--- src/rtl/imm_pack.sv ---
// Immediate packer: encodes a 32-bit immediate into RISC-V instruction fields on top of a
// base word, drops out-of-range requests and streams legal words with a running address.
module imm_pack #(
  parameter logic [31:0] BASE_ADDR = 32'h0000_0000,
  parameter int          DEPTH     = 1024,
  parameter int          CNT_W     = 16
) (
  input  logic             clk,
  input  logic             rst_n,
  input  logic             in_valid,
  output logic             in_ready,
  input  logic [31:0]      base_instr,
  input  logic [31:0]      imm,
  input  logic [2:0]       imm_src,
  input  logic             restart,
  output logic             out_valid,
  input  logic             out_ready,
  output logic [31:0]      out_instr,
  output logic [31:0]      out_addr,
  output logic             err_pulse,
  output logic             err_sticky,
  output logic [CNT_W-1:0] err_cnt,
  output logic [CNT_W-1:0] word_cnt
);

  typedef enum logic [2:0] {
    SRC_I     = 3'b000,
    SRC_S     = 3'b001,
    SRC_B     = 3'b010,
    SRC_J     = 3'b011,
    SRC_U     = 3'b100,
    SRC_SHAMT = 3'b101
  } imm_src_e;

  localparam int IDX_W = $clog2(DEPTH + 1);
  localparam logic [IDX_W-1:0] LAST_IDX = IDX_W'(DEPTH - 1);

  logic        ready_q;
  logic        s1_valid;
  logic        s1_legal;
  logic [31:0] s1_word;
  logic [31:0] addr_q;
  logic [IDX_W-1:0] idx_q;

  logic        pk_legal;
  logic [31:0] pk_word;
  logic        fits_12;
  logic        fits_13;
  logic        fits_21;
  logic        s1_moves;
  logic        accept;
  logic        word_moves;
  logic        drop;
  logic        out_fire;

  // Sign-extension checks: the immediate fits in N bits when bits [31:N-1] are all equal.
  assign fits_12 = (&imm[31:11]) | ~(|imm[31:11]);
  assign fits_13 = (&imm[31:12]) | ~(|imm[31:12]);
  assign fits_21 = (&imm[31:20]) | ~(|imm[31:20]);

  always_comb begin
    pk_word  = base_instr;
    pk_legal = 1'b0;
    case (imm_src)
      SRC_I: begin
        pk_word  = {imm[11:0], base_instr[19:0]};
        pk_legal = fits_12;
      end
      SRC_S: begin
        pk_word  = {imm[11:5], base_instr[24:12], imm[4:0], base_instr[6:0]};
        pk_legal = fits_12;
      end
      SRC_B: begin
        pk_word  = {imm[12], imm[10:5], base_instr[24:12], imm[4:1], imm[11], base_instr[6:0]};
        pk_legal = ~imm[0] & fits_13;
      end
      SRC_J: begin
        pk_word  = {imm[20], imm[10:1], imm[11], imm[19:12], base_instr[11:0]};
        pk_legal = ~imm[0] & fits_21;
      end
      SRC_U: begin
        pk_word  = {imm[31:12], base_instr[11:0]};
        pk_legal = ~(|imm[11:0]);
      end
      SRC_SHAMT: begin
        pk_word  = {base_instr[31:25], imm[4:0], base_instr[19:0]};
        pk_legal = ~(|imm[31:5]);
      end
      default: begin
        pk_word  = base_instr;
        pk_legal = 1'b0;
      end
    endcase
  end

  assign out_fire   = out_valid & out_ready;
  assign s1_moves   = ~out_valid | out_fire;
  assign in_ready   = ready_q & (~s1_valid | s1_moves);
  assign accept     = in_valid & in_ready;
  assign word_moves = s1_moves & s1_valid & s1_legal;
  assign drop       = s1_moves & s1_valid & ~s1_legal;

  // Stage 1 holds the packed word and its legality until stage 2 can take it.
  always_ff @(posedge clk) begin
    if (!rst_n) begin
      ready_q  <= 1'b0;
      s1_valid <= 1'b0;
      s1_legal <= 1'b0;
      s1_word  <= 32'h0;
    end else begin
      ready_q <= 1'b1;
      if (in_ready) begin
        s1_valid <= accept;
        s1_legal <= pk_legal;
        s1_word  <= pk_word;
      end
    end
  end

  // Stage 2 is the output register; it keeps its word and address steady while stalled.
  always_ff @(posedge clk) begin
    if (!rst_n) begin
      out_valid <= 1'b0;
      out_instr <= 32'h0;
      out_addr  <= BASE_ADDR;
    end else if (s1_moves) begin
      out_valid <= word_moves;
      if (word_moves) begin
        out_instr <= s1_word;
        out_addr  <= addr_q;
      end
    end
  end

  // A word moving on the same edge as restart still takes the old address.
  always_ff @(posedge clk) begin
    if (!rst_n) begin
      addr_q <= BASE_ADDR;
      idx_q  <= '0;
    end else if (restart) begin
      addr_q <= BASE_ADDR;
      idx_q  <= '0;
    end else if (word_moves) begin
      if (idx_q == LAST_IDX) begin
        addr_q <= BASE_ADDR;
        idx_q  <= '0;
      end else begin
        addr_q <= addr_q + 32'd4;
        idx_q  <= idx_q + IDX_W'(1);
      end
    end
  end

  always_ff @(posedge clk) begin
    if (!rst_n) begin
      err_pulse  <= 1'b0;
      err_sticky <= 1'b0;
      err_cnt    <= '0;
      word_cnt   <= '0;
    end else begin
      err_pulse <= drop;
      if (drop) begin
        err_sticky <= 1'b1;
      end
      if (drop && (err_cnt != {CNT_W{1'b1}})) begin
        err_cnt <= err_cnt + CNT_W'(1);
      end
      if (out_fire && (word_cnt != {CNT_W{1'b1}})) begin
        word_cnt <= word_cnt + CNT_W'(1);
      end
    end
  end

endmodule

--- config.mk ---
export PLATFORM = sky130hd
export DESIGN_NAME = imm_pack
export DESIGN_NICKNAME = d
export VERILOG_FILES = /design/src/rtl/imm_pack.sv
export SDC_FILE = /design/constraint.sdc
export NUM_CORES = 1
export LEC_CHECK = 0
export CORE_AREA = 2 2 142 144
export DETAILED_ROUTE_END_ITERATION = 8
export DIE_AREA = 0 0 144 146
export PLACE_DENSITY = 0.62
export SETUP_SLACK_MARGIN = 0.3
export SLEW_MARGIN = 20
export SYNTH_ARGS = -nofsm -noshare
export SYNTH_HDL_FRONTEND = slang
export SYNTH_SLANG_ARGS = --single-unit
--- constraint.sdc ---
create_clock -name clk -period 6.5 [get_ports clk]
set_input_delay 1.625 -clock clk [delete_from_list [all_inputs] [get_ports clk]]
set_output_delay 1.625 -clock clk [all_outputs]
set_load 0.02 [all_outputs]
Word-level counts from Yosys, hierarchy flattened
Index checks and enable logic that the tools add are counted.

Output and inout port bits: 100. Flip-flop bits (word level): 177. Word-level logic and storage cells: 67. Input bits: 72.

Reduce and logical (&&, ||, !) cells: 14. Add/sub/neg operators: 4. Bitwise logic cells: 23. Muxes and demuxes: 5. Equal/unequal tests: 8.

Operators with widths (count): $pmux W32 S6 (1); $add A16 B1 Y16 const B (2); $add A32 B3 Y32 const B (1); $mux W32 (1); $ne A16 B16 Y1 const B (2); $reduce_or A27 Y1 (1); $reduce_or A12 Y1 (2); $reduce_and A21 Y1 (1); $reduce_or A21 Y1 (1); $reduce_and A20 Y1 (1); $reduce_or A20 Y1 (1); $reduce_and A12 Y1 (1); $add A11 B1 Y11 const B (1); $eq A11 B10 Y1 const B (1); $mux W11 (1); $not A1 Y1 (10); $and A1 B1 Y1 (8); $eq A3 B2 Y1 const B (2); $eq A3 B3 Y1 const B (2); $or A1 B1 Y1 (5); $pmux W1 S5 (1); $reduce_or A2 Y1 (2); $eq A3 B1 Y1 const B (1); $logic_not A3 Y1 (1); 3 further kinds (4).

Logic depth before layout (Yosys ltp)
Gate-level depths: netlist of the first run.

Depth after elaboration: 5. Depth in mapped cells: 8. Mapped depth without buffers: 6.

Worst setup path before layout of the first run
OpenSTA, ideal clock, no wires.

Path kind: input to output. Start point: in out_ready. End point: out in_ready. Data required time: 4.875 ns. Setup slack: 1.977 ns. Arrival time: 2.898 ns. Path buffers: 3. Stages on the path: 6. Cells stage by stage: nand2b_1 > clkbuf_1 > o21ai_1 > inv_1 > clkbuf_1 > buf_1.

Longest elaborated chain between the ends: 4.

RTL lines: from (decl) (line 17) `input logic out_ready,`; $and A1 B1 Y1 (line 96) `assign out_fire = out_valid & out_ready;`; $or A1 B1 Y1 (line 97) `assign s1_moves = ~out_valid | out_fire;`; $or A1 B1 Y1 (line 98) `assign in_ready = ready_q & (~s1_valid | s1_moves);`; $and A1 B1 Y1 (line 98); to (decl) (line 11) `output logic in_ready,`.

Every way passes these cells.

Worst setup path in the final report of the first run
Ends and elaborated chain as after synthesis.

==> results of run 1 <==
## how the worst max path moves through the flow
stage                     cells past startpoint        to  slack (ns)
after floorplan                               6  in_ready        1.98
after global placement                        5  in_ready        1.49
after detailed placement                      5  in_ready        1.51
after CTS                                     5  in_ready        1.49
after global routing                          5  in_ready        1.37
final                                         5  in_ready        1.49
## power groups by stage
stage | Combinational (mW) | Sequential [mW] | Clock [mW]
finish | 0.161 | 1.09 | 0.998
global route | 0.177 | 1.09 | 1.07
CTS | 0.161 | 1.09 | 1.02
detailed placement | 0.161 | 1.11 | 0
global placement | 0.160 | 1.11 | 0
floorplan | 0.0824 | 1.11 | 0
## layer usage
layer,vias to the layer above,GRT usage (%),wire (µm)
met5,-,0,0
li1,3605,-,-
met2,187,30.5,9190
met1,3314,27.8,9780
met4,0,5.29,310
met3,28,5.26,1120
## metrics by stage
stage / hold slack (ns) / area [µm²] / std cells / utilization, %
global placement: 0.440 / 9540 / 1333 / 49.4
detailed placement: 0.446 / 9540 / 1333 / 49.4
global route: 0.470 / 10100 / 1365 / 52.4
CTS: 0.455 / 10100 / 1365 / 52.4
floorplan: 0.429 / 7730 / 955 / -
finish: 0.451 / 10100 / 1365 / 52.4
## cells by family (layout without fill, tap and decap cells)
group	Yosys count	count (layout)	synth area share, %
compound gates	192	192	15.4
xor+xnor	53	53	6.01
fa+ha+maj	4	4	0.648
buf+inv	84	229	4.66
flops	173	173	44.8
mux	28	28	3.71
other cells	1	2	0.0485
simple gates	419	419	24.7
## flip-flops by register name (all words and copies together), names as in the netlist, 11 cells and up
signal,count
addr_q,30
err_cnt,16
idx_q,11
out_addr,30
out_instr,32
s1_word,32
word_cnt,16
## synthesized netlist by cell type, types with 2 or more instances
library cell / n
a211oi_1: 12
a21oi_1: 102
a221oi_1: 7
a222oi_1: 4
a22o_1: 2
a22oi_1: 11
a31oi_1: 2
and2_1: 2
and3_1: 16
and4_1: 8
buf_1: 7
buf_2: 3
buf_4: 3
clkbuf_1: 45
dfxtp_1: 173
ha_1: 4
inv_1: 19
inv_2: 2
mux2_2: 5
mux2i_1: 23
nand2_1: 185
nand2b_1: 6
nand3_1: 30
nand3b_1: 2
nand4_1: 23
nor2_1: 92
nor3_1: 13
nor4_1: 29
o211ai_1: 2
o21ai_0: 23
o221ai_1: 8
o2bb2ai_1: 5
o31ai_1: 2
or3_1: 5
or4_1: 3
xnor2_1: 45
xor2_1: 8
## critical path, cell delays in order
cell and delay (ns):
clkdlybuf4s50_1 0.57, nand2b_1 0.33, o21ai_2 0.11, inv_1 0.13, clkdlybuf4s50_1 0.63
## cell type report
type | instances | area share (%)
multi-input cells | 698 | 38.8
clock inverters | 10 | 1.04
flip-flops and latches | 173 | 34.2
well taps | 265 | 3.28
clock buffers | 22 | 4.68
inverters | 21 | 0.803
repair buffers | 176 | 17.2
==> results.md, run 1 <==
- Setup Crit Path Kind: primary input to primary output
- Critical Path Sink Type: primary output
- R2R setup slack: ~4.1 ns
- Crit path DAT: 3.39 ns
- Multi-input gate area: about 0.004 mm²
- Worst path required time: slightly below 5 ns
- Min-Delay Path Depth: 2
- TritonCTS Buffers: 17
- Critical R2R Capture: idx_q[2]
- Number of synthesized register bits: around 170
- Antenna-violating nets left: 0
- Worst hold path type: flip-flop to flip-flop
- Synth area leader: dfxtp_1
- Seq/Total Area, Yosys: between 40% and 50%
- Worst Setup SP: out_ready
- Syn avg cell area: just over 8 µm²
- Initial antenna violation count: 0
- NetSw: 0.531 mW
- Tmin final: 5.01 ns
- Commonest non-fill, non-tap cell in the layout: nand2_1
- Final WS setup: roughly 1.5 ns
- RSZ-0062 raised after global routing: false
- PD cells: between 200 and 250 mW/mm²
- Final Hold Violating Endpoints: 0
- Drt initial violations: 388
- Hold-fix buffers, CTS: 0
- Synth unique cells: 60
- Reg2reg path depth: 6
- Total wire length: between 20000 and 25000 µm
- Die extent in x: 144 µm
- Clock slew at reported path FFs: ~0.060 ns
- Mapped Cells: 954
- Post-CTS Setup Inserts: 0
- Min-delay src: s1_word[5]
- CTS tree: done
- Int Pwr: between 1.5 and 2 mW
- Worst Path Max Fanout: 7
- Placer Congestion: 0.864
- Pre-CTS setup slack: 1.51 ns
- Worst reg2reg path startpoint: out_valid
- CP startpoint kind: primary input
- DR vias/cell: 5.23
- Largest net degree at the start of global routing: 83
- Period utilization: 77.1%
- Die Y-Extent: 146 µm
- Clk sink count: 173
- Ys flop type: dfxtp_1
- CTS HTree Levels: 4
- Post-synth ARST share: 0%
- Initial core utilization: 40.0%
- Core area: 0.0193 mm²
- Clock buffer depth: 2
- Peak VDD IR: approximately 0.20 mV
- First-pass iteration count of the detailed router: 5
- Residual DRC: 0
- ANT cells: 0
- Routed WL per cell: 14.9 µm
- Register Area: between 0.003 and 0.004 mm²
- Leak Pwr: 3.30 nW
- Gr ovfl total: 0
- CTS root buf: clkbuf_16
- Clk_lat worst skew: 0.43 ns
- Most frequent cells in the layout: nand2_1 (185), dfxtp_1 (173), clkdlybuf4s50_1 (169)
- Worst Max-Slew Pin Slew: around 0.87 ns
- Worst hold endpoint: out_instr[5]
- Yosys warnings: 0
- Clock skew: 0.0135 ns
- Via Count: 7134
- All-Layer GR Usage: roughly 20%
- Share of post-route cells with drive strength above 1: 4.73%
- Comb pwr share: 7.2%
- Mapped cell area: 0.00772 mm²
- Io pins: 172
- Slew HR: 41.9%
- Post-synth EDFFs: 0
- DP Wirelength: 14000 µm
- MaxCap Viol Count: 0
- TNS Setup: 0 ns
- Nets: roughly 1200
- Post-CTS sizing: 0
- Sequential share of power: 48.4%
- First-pass GRT wire length: 33900 µm
- Slew Viols, Final: 0
- Switching Share: 23.6%
- Share of total power in the clock network: between 40% and 50%
- Fillers: 1908
- Total power: 2.25 mW
- Setup violations, final: 0
- Share of the synthesized area in the top cell type: 44.8%
- Vias in the first global route: ~6600
- Area grow syn2layout: 31.1%
- PortBufs: 169
- Die area: 0.0210 mm²
- Floorplan row count: 51
- Top post-synthesis cells by area: dfxtp_1 (45%), nand2_1 (9.0%), a21oi_1 (6.6%), xnor2_1 (5.1%), nor2_1 (4.5%)
- Status: complete, no violations
- Max Fclk: 0.199 GHz
Power figures use the tool's default switching activity.
==> run 2, diff against run 1 <==
--- a/config.mk
+++ b/config.mk
@@ -8,7 +8,7 @@
 export CORE_AREA = 2 2 142 144
 export DETAILED_ROUTE_END_ITERATION = 8
 export DIE_AREA = 0 0 144 146
-export PLACE_DENSITY = 0.62
+export PLACE_DENSITY = 0.65
 export SETUP_SLACK_MARGIN = 0.3
 export SLEW_MARGIN = 20
 export SYNTH_ARGS = -nofsm -noshare
==> constraint.sdc (replaced) <==
create_clock -name clk -period 4.5 [get_ports clk]
set_input_delay 1.125 -clock clk [delete_from_list [all_inputs] [get_ports clk]]
set_output_delay 1.125 -clock clk [all_outputs]
set_load 0.02 [all_outputs]
==> run 2 against run 1 <==
Compared with the run above:
- final area increased by 0.62%
- sequential share of layout area decreased by 0.21 points
- clock-buffer cell count decreased by 3
- register-to-register slack got worse by 2.0 ns
- cell count increased by 0.15%
- first-iteration DRC count increased by 9.0%
- highest routed layer unchanged
- die area unchanged
- routed wire length decreased by 0.32%
- largest cell class unchanged
==> results.md, run 2 (same netlist as run 1, synthesis figures left out) <==
- Final core area utilization: 52.7%
- Most frequent CP cell: clkdlybuf4s50_1
- Critical Path Sink Type: primary output
- Initial core utilization: about two fifths
- Share of post-route cells with drive strength above 1: 4.90%
- Worst path slowest cell: clkdlybuf4s50_1
- TritonCTS Buffers: 17
- CP Cell Sequence: clkdlybuf4s50_1 -> nand2b_1 -> o21ai_2 -> inv_1 -> clkdlybuf4s50_1
- Hold-fix buffers, CTS: 0
- Biggest registers after layout: out_instr: 32 flops, s1_word: 32 flops
- Total wire length: 20300 µm
- Commonest non-fill, non-tap cell in the layout: nand2_1
- CP bufs+invs: 3
- Die extent in x: 144 µm
- Via Count: 7107
- Worst hold path type: flip-flop to flip-flop
- Critical R2R Capture: addr_q[18]
- Status: complete, no violations
- PD cells: roughly 330 mW/mm²
- Die area: 0.0210 mm²
- CP startpoint kind: primary input
- Min Hold Slack: between 0.4 and 0.5 ns
- Vias in the first global route: about 6700
- Slew Viols, Final: 0
- Setup violations, final: 0
- Die Y-Extent: roughly 150 µm
- Initial antenna violation count: 0
- Io pins: roughly 170
- Worst hold endpoint: out_instr[13]
- Antenna-violating nets left: 0
- Peak VDD IR: between 0.2 and 0.3 mV
- TNS Setup: 0 ns
- Core area: 0.0193 mm²
- Stages on worst setup path: 5
- Clock slew at reported path FFs: 0.07 ns
- Drt initial violations: 423
- Int Pwr: 2.60 mW
- Max Fclk: 0.258 GHz
- Delay of the slowest critical-path stage: between 0.6 and 0.7 ns
- Leak Pwr: 3.34 nW
- DR vias/cell: roughly 5.2
- Final Hold Violating Endpoints: 0
- Gr ovfl total: 0
- Reg2reg path depth: 5
- Residual DRC: 0
- Worst reg2reg path startpoint: addr_q[5]
- Worst Path Max Fanout: 6
- CTS root buf: clkbuf_16
- RSZ-0062 raised after global routing: false
- Comb pwr share: 7.0%
- Final Instance Area: ~0.01 mm²
- Clock skew: 0.0108 ns
- Sequential share of power: 46.8%
- R2R setup slack: 2.15 ns
- First-pass iteration count of the detailed router: 5
- Worst Max-Slew Pin Slew: 0.860 ns
- Most frequent cells in the layout: nand2_1 (185), dfxtp_1 (173), clkdlybuf4s50_1 (169)
- Clock buffer depth: 2
- NetSw: 0.754 mW
- CTS tree: done
- Min-Delay Path Depth: 2
- Placer Congestion: 0.902
- CTS HTree Levels: 4
- Clk_lat worst skew: around 0.42 ns
- Final WS setup: about 0.63 ns
- CP top delay family: buffers and inverters
- PortBufs: 169
- Post-DP Area: between 0.009 and 0.01 mm²
- MaxCap Viol Count: 0
- Fillers: 1858
- Post-CTS sizing: 0
- Switching Share: 22.5%
- Routed WL per cell: 14.9 µm
- Crit path DAT: 2.74 ns
- Clk sink count: 173
- Worst path required time: 3.38 ns
- Nets: 1166
- First-pass GRT wire length: 33400 µm
- All-Layer GR Usage: 19.5%
- Slew HR: 42.5%
- Area grow syn2layout: 31.9%
- Tmin final: between 3 and 4 ns
- Pre-CTS setup slack: 0.649 ns
- ANT cells: 0
- Setup Crit Path Kind: primary input to primary output
- Min-delay src: s1_word[13]
- DP Wirelength: between 10000 and 15000 µm
- Period utilization: between 80% and 90%
- Floorplan row count: 51
- Post-CTS Setup Inserts: 0
- Share of total power in the clock network: approximately 46%
- Largest net degree at the start of global routing: 71
## run 2: cell types whose count changed in the layout (fill, tap and decap cells not counted), sizes merged
cell,previous run,this run
bufinv,1,4
inv,24,25
clkbuf,22,19
buf,7,10
clkinvlp,5,3
## run 2: worst reg2reg max path, stage by stage (launching register included)
cell and delay [ns]:
dfxtp_1 0.43, and4_1 0.29, nand4_1 0.70, nor4_1 0.61, xnor2_1 0.16, nor2_1 0.06
## run 2: worst max-delay path by stage
stage                           to  startpoint  slack [ns]
after floorplan           in_ready   out_ready        0.98
after global placement    in_ready   out_ready        0.63
after detailed placement  in_ready   out_ready        0.65
after CTS                 in_ready   out_ready        0.63
after global routing      in_ready   out_ready        0.57
final                     in_ready   out_ready        0.63
## run 2: power groups by stage
| stage | sequential, mW | clock (mW) | combinational, mW |
|---|---|---|---|
| 2_1_floorplan | 1.60 | 0 | 0.119 |
| 3_3_place_gp | 1.60 | 0 | 0.230 |
| 3_5_place_dp | 1.60 | 0 | 0.232 |
| 4_1_cts | 1.57 | 1.59 | 0.233 |
| 5_1_grt | 1.57 | 1.65 | 0.255 |
| 6_report | 1.57 | 1.55 | 0.233 |
## run 2: metrics by stage
stage	power, mW	std cells
2_1_floorplan	1.72	955
3_3_place_gp	1.83	1336
3_5_place_dp	1.84	1336
4_1_cts	3.39	1367
5_1_grt	3.48	1367
6_report	3.35	1367
## run 2: layout make-up
| type | instances | area (µm²) | share of cell area [%] |
|---|---|---|---|
| Multi-Input combinational cell | 698 | 3920 | 38.5 |
| Sequential cell | 173 | 3460 | 34.0 |
| Timing Repair Buffer | 179 | 1770 | 17.3 |
| Clock buffer | 19 | 433 | 4.25 |
| Tap cell | 265 | 332 | 3.26 |
| Clock inverter | 12 | 186 | 1.83 |
| Inverter | 21 | 81.3 | 0.798 |
## run 2: layer usage
layer  vias up  routed length [µm]  global-route usage, %
met5         -                   0                      0
met4         0                 283                   5.29
met3        16                1020                   3.39
met2       176                9580                   31.2
met1      3296                9460                   27.0
li1       3619                   -                      -
